<file path="src/rtl/multi_clkgen.sv">
// ---------------------------------------------------------------------------
// multi_clkgen
//   Multi-channel clock/pulse generator. Each channel drives its own output
//   with a programmable start phase, high time and low time, counted in
//   cycles of the single system clock. Channels are fully independent.
//
//   Optional feature macro: MULTI_CLKGEN_SYNC_EN
//     When defined, adds the 'sync' input. A high sync restarts every enabled
//     channel from IDLE, which phase-aligns all channels.
//
// Parameters
//   NCH  number of channels (1..16)
//   CW   width of the phase / ton / toff counters
//
// Ports
//   clk        in   system clock, rising edge
//   rst        in   synchronous active-high reset
//   sync       in   (MULTI_CLKGEN_SYNC_EN only) restart all enabled channels
//   en         in   [NCH] per-channel run enable (level)
//   cfg_we     in   config write strobe
//   cfg_ch     in   [4] target channel; values >= NCH are ignored
//   cfg_phase  in   [CW] cycles from enable to first high
//   cfg_ton    in   [CW] high time in cycles (0 = constant low)
//   cfg_toff   in   [CW] low time in cycles (0 = constant high)
//   clk_out    out  [NCH] generated waveforms, registered
//   rise       out  [NCH] one-cycle strobe in the first cycle of each high
//   cfg_pend   out  [NCH] config written but not yet applied
// ---------------------------------------------------------------------------
module multi_clkgen #(
    parameter int NCH = 2,
    parameter int CW  = 8
) (
    input  logic           clk,
    input  logic           rst,
`ifdef MULTI_CLKGEN_SYNC_EN
    input  logic           sync,
`endif
    input  logic [NCH-1:0] en,
    input  logic           cfg_we,
    input  logic [3:0]     cfg_ch,
    input  logic [CW-1:0]  cfg_phase,
    input  logic [CW-1:0]  cfg_ton,
    input  logic [CW-1:0]  cfg_toff,
    output logic [NCH-1:0] clk_out,
    output logic [NCH-1:0] rise,
    output logic [NCH-1:0] cfg_pend
);

    typedef enum logic [1:0] {
        ST_IDLE  = 2'd0,
        ST_PHASE = 2'd1,
        ST_HIGH  = 2'd2,
        ST_LOW   = 2'd3
    } state_t;

    localparam logic [CW-1:0] ZERO = {CW{1'b0}};
    localparam logic [CW-1:0] ONE  = {{(CW-1){1'b0}}, 1'b1};

    logic sync_s;

`ifdef MULTI_CLKGEN_SYNC_EN
    assign sync_s = sync;
`else
    assign sync_s = 1'b0;
`endif

    for (genvar g = 0; g < NCH; g++) begin : g_ch
        localparam logic [3:0] CH_ID = 4'(g);

        state_t        state_r, state_s, hi_state_s;
        logic [CW-1:0] cnt_r, cnt_s, hi_cnt_s;
        logic [CW-1:0] act_phase_r, act_ton_r, act_toff_r;
        logic [CW-1:0] pnd_phase_r, pnd_ton_r, pnd_toff_r;
        logic [CW-1:0] eff_phase_s, eff_ton_s, eff_toff_s;
        logic          wr_s, apply_s;
        logic          clk_r, rise_r, pend_r;

        // Channel next-state: config selection, apply points and FSM stepping
        always_comb begin
            wr_s = cfg_we & (cfg_ch == CH_ID);

            // Apply points: leaving/entering IDLE, a restart, the LOW->HIGH
            // boundary (also every cycle while parked low), and every cycle
            // while parked high.
            apply_s = ~en[g]
                    | (state_r == ST_IDLE)
                    | sync_s
                    | ((state_r == ST_LOW)  && (cnt_r == ZERO))
                    | ((state_r == ST_HIGH) && (cnt_r == ZERO) && (act_toff_r == ZERO));

            // A write landing on an apply point goes straight through.
            if (apply_s && wr_s) begin
                eff_phase_s = cfg_phase;
                eff_ton_s   = cfg_ton;
                eff_toff_s  = cfg_toff;
            end else if (apply_s) begin
                eff_phase_s = pnd_phase_r;
                eff_ton_s   = pnd_ton_r;
                eff_toff_s  = pnd_toff_r;
            end else begin
                eff_phase_s = act_phase_r;
                eff_ton_s   = act_ton_r;
                eff_toff_s  = act_toff_r;
            end

            // Entering a high phase with ton=0 parks the channel in LOW.
            if (eff_ton_s == ZERO) begin
                hi_state_s = ST_LOW;
                hi_cnt_s   = ZERO;
            end else begin
                hi_state_s = ST_HIGH;
                hi_cnt_s   = eff_ton_s - ONE;
            end

            state_s = state_r;
            cnt_s   = cnt_r;

            if (!en[g]) begin
                state_s = ST_IDLE;
                cnt_s   = ZERO;
            end else if ((state_r == ST_IDLE) || sync_s) begin
                if (eff_phase_s == ZERO) begin
                    state_s = hi_state_s;
                    cnt_s   = hi_cnt_s;
                end else begin
                    state_s = ST_PHASE;
                    cnt_s   = eff_phase_s - ONE;
                end
            end else begin
                case (state_r)
                    ST_PHASE: begin
                        if (cnt_r == ZERO) begin
                            state_s = hi_state_s;
                            cnt_s   = hi_cnt_s;
                        end else begin
                            cnt_s = cnt_r - ONE;
                        end
                    end
                    ST_HIGH: begin
                        if (cnt_r != ZERO) begin
                            cnt_s = cnt_r - ONE;
                        end else if (eff_toff_s == ZERO) begin
                            // toff=0: park high
                            state_s = ST_HIGH;
                            cnt_s   = ZERO;
                        end else begin
                            state_s = ST_LOW;
                            cnt_s   = eff_toff_s - ONE;
                        end
                    end
                    ST_LOW: begin
                        if (cnt_r == ZERO) begin
                            state_s = hi_state_s;
                            cnt_s   = hi_cnt_s;
                        end else begin
                            cnt_s = cnt_r - ONE;
                        end
                    end
                    default: begin
                        state_s = ST_IDLE;
                        cnt_s   = ZERO;
                    end
                endcase
            end
        end

        // Channel state, config sets and registered outputs
        always_ff @(posedge clk) begin
            if (rst) begin
                state_r     <= ST_IDLE;
                cnt_r       <= ZERO;
                act_phase_r <= ZERO;
                act_ton_r   <= ONE;
                act_toff_r  <= ONE;
                pnd_phase_r <= ZERO;
                pnd_ton_r   <= ONE;
                pnd_toff_r  <= ONE;
                pend_r      <= 1'b0;
                clk_r       <= 1'b0;
                rise_r      <= 1'b0;
            end else begin
                state_r <= state_s;
                cnt_r   <= cnt_s;
                if (apply_s) begin
                    act_phase_r <= eff_phase_s;
                    act_ton_r   <= eff_ton_s;
                    act_toff_r  <= eff_toff_s;
                end
                if (wr_s) begin
                    pnd_phase_r <= cfg_phase;
                    pnd_ton_r   <= cfg_ton;
                    pnd_toff_r  <= cfg_toff;
                end
                if (apply_s) begin
                    pend_r <= 1'b0;
                end else if (wr_s) begin
                    pend_r <= 1'b1;
                end
                // Gating with en makes a disable visible on the very next cycle.
                clk_r  <= (state_r == ST_HIGH) & en[g];
                rise_r <= (state_r == ST_HIGH) & en[g] & ~clk_r;
            end
        end

        assign clk_out[g]  = clk_r;
        assign rise[g]     = rise_r;
        assign cfg_pend[g] = pend_r;
    end

endmodule

</file>
<file path="config.mk">
export PLATFORM = sky130hd
export DESIGN_NAME = multi_clkgen
export DESIGN_NICKNAME = d
export VERILOG_FILES = /design/src/rtl/multi_clkgen.sv
export SDC_FILE = /design/constraint.sdc
export NUM_CORES = 1
export LEC_CHECK = 0
export CORE_UTILIZATION = 50
export CTS_CLUSTER_SIZE = 20
export DETAILED_ROUTE_END_ITERATION = 10
export HOLD_SLACK_MARGIN = 0.15
export PLACE_DENSITY_LB_ADDON = 0.2
export SKIP_LAST_GASP = 1
export SYNTH_ARGS = -nofsm -noshare
export SYNTH_HDL_FRONTEND = slang
export SYNTH_SLANG_ARGS = --single-unit
</file>
<file path="constraint.sdc">
create_clock -name clk -period 11.7 [get_ports clk]
set_input_delay 2.34 -clock clk [delete_from_list [all_inputs] [get_ports clk]]
set_output_delay 2.34 -clock clk [all_outputs]
set_load 0.005 [all_outputs]
</file>
Word-level counts from Yosys, hierarchy flattened
Index checks and enable logic that the tools add are counted.
- output and inout bits: 6
- logic and storage cells: 128
- bits of input ports: 33
- register bits after elaboration: 122
- bitwise gates (word level): 16
- mux-type cells: 40
- equal/unequal tests: 11
- add/subtract/negate cells: 8
- reductions and logical operators: 31
- operators with widths (operator ; count):
    8-bit two-way mux ; 24
    8-bit logical NOT ; 10
    8-bit by 1-bit subtractor with 8-bit output, second input constant ; 8
    8-bit one-hot mux with 2 select lines ; 2
    2-bit two-way mux ; 8
    8-bit nonzero test ; 2
    2-bit OR reduction ; 6
    2-bit == test, second input constant ; 4
    1-bit logical AND ; 8
    2-bit one-hot mux with 2 select lines ; 2
    1-bit AND ; 6
    3-bit by 1-bit != test with 1-bit output, second input constant ; 2
    3-bit != test, second input constant ; 2
    1-bit bitwise OR ; 6
    2-bit by 1-bit == test with 1-bit output, second input constant ; 2
    4-bit by 1-bit == test with 1-bit output, second input constant ; 1
    2-bit logical NOT ; 2
    4-bit logical NOT ; 1
    1-bit two-way mux ; 4
    1-bit NOT ; 4
    2-bit AND reduction ; 2

Longest topological paths before layout
- depth in word-level cells: 11
- depth in mapped cells: 17

Worst setup path after synthesis
No wires, ideal clock.
- path kind: input -> register
- start point: input cfg_ch[1]
- end point: register g_ch[0].cnt_r[4]
- cell stages on the path: 16
- arrival time: 5547 ps
- setup slack: 6083 ps
- path buffers: 3
- cells stage by stage: or4b_1 -> buf_4 -> nor2_8 -> buf_2 -> buf_2 -> mux2i_1 -> nand2_1 -> o21ai_0 -> ha_1 -> nand3b_1 -> or3_1 -> mux2_2 -> nand2b_1 -> o21ai_0 -> a32oi_1 -> a21oi_1
- word-level cells in the longest chain between the ends: 9
- elaborated cells between the ends (all ways): 19
- classes of those cells: 3 x add/sub; 10 x mux; 1 x bitwise; 5 x reduce/logical
- RTL lines (item ; line ; text):
    start, declared ; 40 ; input logic [3:0] cfg_ch,
    4-bit logical NOT (*) ; 80 ; wr_s = cfg_we & (cfg_ch == CH_ID);
    1-bit AND (*) ; 80 ;
    1-bit logical AND (*) ; 92 ; if (apply_s && wr_s) begin
    8-bit two-way mux ; 92 ;
    8-bit by 1-bit subtractor with 8-bit output (tied with other cells) ; 112 ; hi_cnt_s = eff_ton_s - ONE;
    8-bit two-way mux (on tied branches) ; 107, 142 ;
    8-bit two-way mux (on tied branches) ; 132, 152, 140 ;
    8-bit one-hot mux with 2 select lines ; 130 ; case (state_r)
    8-bit two-way mux (*) ; 121 ; end else if ((state_r == ST_IDLE) || sync_s) begin
    end signal, assigned ; 183 ; cnt_r <= cnt_s;
    end, declared ; 71 ; logic [CW-1:0] cnt_r, cnt_s, hi_cnt_s;
Every way passes the cells marked *; elsewhere a longest branch is shown, timed or not.
A chain may end at the register's enable or synchronous reset.

Worst setup path in the final report
- start point: input cfg_ch[1]
- end point: register g_ch[0].cnt_r[1]
Same word-level chain as after synthesis.

==> results.toml <==
[clock_tree]
post_cts_buffers = 0
hold_buffers = 0
cts_sinks = 122
ctsLongestPathBuffers = 2
path_clk_slew_ps = 50
clkLatencyLatePin_ps = 420
root_buffer = "clkbuf_16"
cts_tree = "yes"
htreeDepth = 4
numCtsBuffers = 17
cts_resized = 0

[worst_hold_path]
hold_class = "reg2reg"
holdPathStages = 1
whs_endpoint = "g_ch[0].rise_r$_SDFF_PP0_"
min_from = "g_ch[0].clk_r$_SDFF_PP0_"

[sta]
fin_skew_ps = 6.05
slew_viol_final = 0
setup_viol = 0
relSlewSlack = 0.330
tightest_slew_ps = 1000
hold_viol = 0
rsz0062_at_grt = "no"
setup_tns_ps = 0
period_needed_ps = 6170
post-route-period-util = 0.527
fmax_mhz = 162
layout_setup_ws_ps = 5530

[die]
num_rows = 43
fp.dieW_microns = 121
dieArea_sq_um = 14700
die_h_microns = 121
core_area_sq_um = 13900
initial_core_util = 0.511
io_pins = 39

[setup_path]
cp-end-kind = "flop"
cp.arrival_ps = 6520
critPathMaxFanout = 37
cp-start-kind = "input pin"
worstReg2RegStart = "g_ch[0].state_r[0]$_SDFFE_PP0P_"
rrSetupSlack_ps = 7510
r2r-end = "g_ch[0].cnt_r[1]$_SDFF_PP0_"
rr_worst_depth = 14
critPathKind = "in2reg"
crit_start = "cfg_ch[1]"
worstPathRequired_ps = 12050

[synth]
ys.flop_type = "dfxtp_1"
synth-edff-count = 0
synthesis.nets = 897
synth_compound_area_frac = 0.163
avgSynthCellArea_sq_um = 8.33
synth_top_family_by_area = "simple AND/OR/NAND/NOR gates"
ys_types = 77
ys_seq_area_frac = 0.344
yosysTopAreaCellShare = 0.344
synthSimpleGateAreaFrac = 0.248
async_flop_share = 0
synthAdderAreaFrac = 0.0212
muxShareOfSynthArea = 0.115
synth_warnings = 0
synth_area_leaders = "dfxtp_1 (34%), mux2i_1 (8.9%), nor2_1 (6.5%)"
post-synth-top-area-cell = "dfxtp_1"
synth_xor_area_frac = 0.0666
synthCells = 852
synth.cell_area_sq_um = 7100
ys_ff_latch = 122

[layout]
stdcell_area_sq_um = 8070
layout.nets = 912
area_growth_pct = 13.7
nFillCells = 1242
antenna_cells = 0
final_util = 0.581
drive_gt1_frac = 0.0773

[drt]
ant_nets = 0
route.vias.total = 6390
drt_wl_total_microns = 18900
dr.pass1.iters = 5
drtIter0Drc = 547
drc = 0
viasPerCell = 6.03
wl_per_cell_microns = 17.8

[global_routing]
gr-total-overflow = 0
grt_pass1_wl_microns = 30600
grt_pass1_vias = 6065
grt_max_degree = 100
antenna_found_initial = 0
grt_usage = 0.269

[run]
drv_cap = 0

[power]
p_leak_nw = 3.31
p_per_area_nw_per_um2 = 260
ir_drop_mv = 0.171

[placement]
port_buffers = 38
place_hpwl_microns = 13800
place.gp.congestion = 0.885
dpl-instance-area_sq_um = 7490
place_ws_ps = 5220

[outcome]
status = "completed"
-- routing by layer --
metal | GRT usage | up-vias | share of wire | wire, microns
li1 | - | 3086 | - | -
met1 | 0.371 | 3049 | 0.47 | 8960
met2 | 0.406 | 226 | 0.43 | 8200
met3 | 0.0658 | 29 | 0.074 | 1400
met4 | 0.0972 | 0 | 0.018 | 334
met5 | 0 | - | 0 | 0
-- area by class of cell --
class | instances | area [sq um] | area share
multi-input cells | 668 | 4360 | 0.540
flip-flops and latches | 122 | 2440 | 0.303
clock buffers | 24 | 482 | 0.0597
repair buffers | 43 | 413 | 0.0512
well taps | 180 | 225 | 0.0279
clock inverters | 8 | 92.6 | 0.0115
inverters | 15 | 56.3 | 0.00698
-- cell families (layout without fill, tap and decap cells) --
logic type / Yosys count / after routing
multiplexers: 79 / 79
buffers and inverters: 62 / 90
AO/OA/AOI/OAI: 173 / 173
XOR/XNOR: 54 / 54
AND/OR/NAND/NOR: 350 / 350
flip-flops: 122 / 122
adder cells (fa/ha/maj): 12 / 12
-- power breakdown --
group / total, mW / internal (mW) / leakage (nW) / switching [mW]
sequential: 0.566 / 0.487 / 0.990 / 0.0789
combinational: 1.02 / 0.390 / 2.03 / 0.628
clock: 0.510 / 0.328 / 0.284 / 0.182
total: 2.09 / 1.21 / 3.31 / 0.889
-- registers in the layout (all words and copies together) (netlist names) --
signal	flops
g_ch.act_phase_r	16
g_ch.act_toff_r	16
g_ch.act_ton_r	16
g_ch.cnt_r	16
g_ch.pnd_phase_r	16
g_ch.pnd_toff_r	16
g_ch.pnd_ton_r	16
g_ch.state_r	4
g_ch.clk_r	2
g_ch.pend_r	2
g_ch.rise_r	2
-- cells in the mapped netlist (all sizes together) (4+ instances only) --
cell,n
nand3b,5
a211oi,18
nor2b,14
a221oi,5
nor3,34
or4,11
mux2i,64
nor2,126
nor4,14
nand3,19
ha,12
nor3b,4
mux2,15
a41oi,4
or3,13
a31oi,7
clkbuf,17
xnor2,34
a32oi,5
xor2,20
a21oi,29
inv,15
o21ai,56
o211ai,12
and3,5
dfxtp,122
nand2b,14
nand2,75
buf,30
-- worst max-delay path, stage by stage --
cell and delay (ps):
clkdlybuf4s50_1 450, or4b_1 770, nor2_8 600, mux2i_1 330, nand2_1 90, o21ai_0 180, ha_1 350, nand3b_1 140
or3_1 330, mux2_2 310, nand2b_1 220, a21oi_1 200, a221oi_1 100, nor2_1 110
-- stage by stage --
step           hold WS (ps)  instances  power (mW)
2_1_floorplan           403        852        1.33
3_3_place_gp            405       1028        1.55
3_5_place_dp            422       1028        1.56
4_1_cts                 432       1060        2.08
5_1_grt                 449       1060        2.24
6_report                424       1060        2.09
-- layout by cell type (no fill, tap or decap), types with 7 or more instances in the layout --
cell type / count
a31oi_1: 7
nor2_1: 122
mux2i_1: 63
nor3_1: 33
clkdlybuf4s50_1: 37
ha_1: 12
or3_1: 13
or4_1: 11
xor2_1: 20
xnor2_1: 34
dfxtp_1: 122
nor4_1: 11
nand3_1: 19
a211oi_1: 17
a21oi_1: 27
nand2_1: 74
inv_1: 15
o211ai_1: 12
clkbuf_16: 17
nor2b_1: 14
nand2b_1: 14
mux2_2: 13
o21ai_0: 51
-- how the worst max path moves through the flow --
stage / cells after the start / slack [ps] / end
after detailed placement: 14 / 5220 / g_ch[0].cnt_r[4]$_SDFF_PP0_
after CTS: 14 / 5580 / g_ch[0].cnt_r[4]$_SDFF_PP0_
after global placement: 14 / 5290 / g_ch[0].cnt_r[4]$_SDFF_PP0_
after floorplan: 16 / 6080 / g_ch[0].cnt_r[4]$_SDFF_PP0_
final: 14 / 5530 / g_ch[0].cnt_r[1]$_SDFF_PP0_
after global routing: 14 / 5300 / g_ch[0].cnt_r[4]$_SDFF_PP0_
Note: power is estimated with default switching activity, not from simulation.
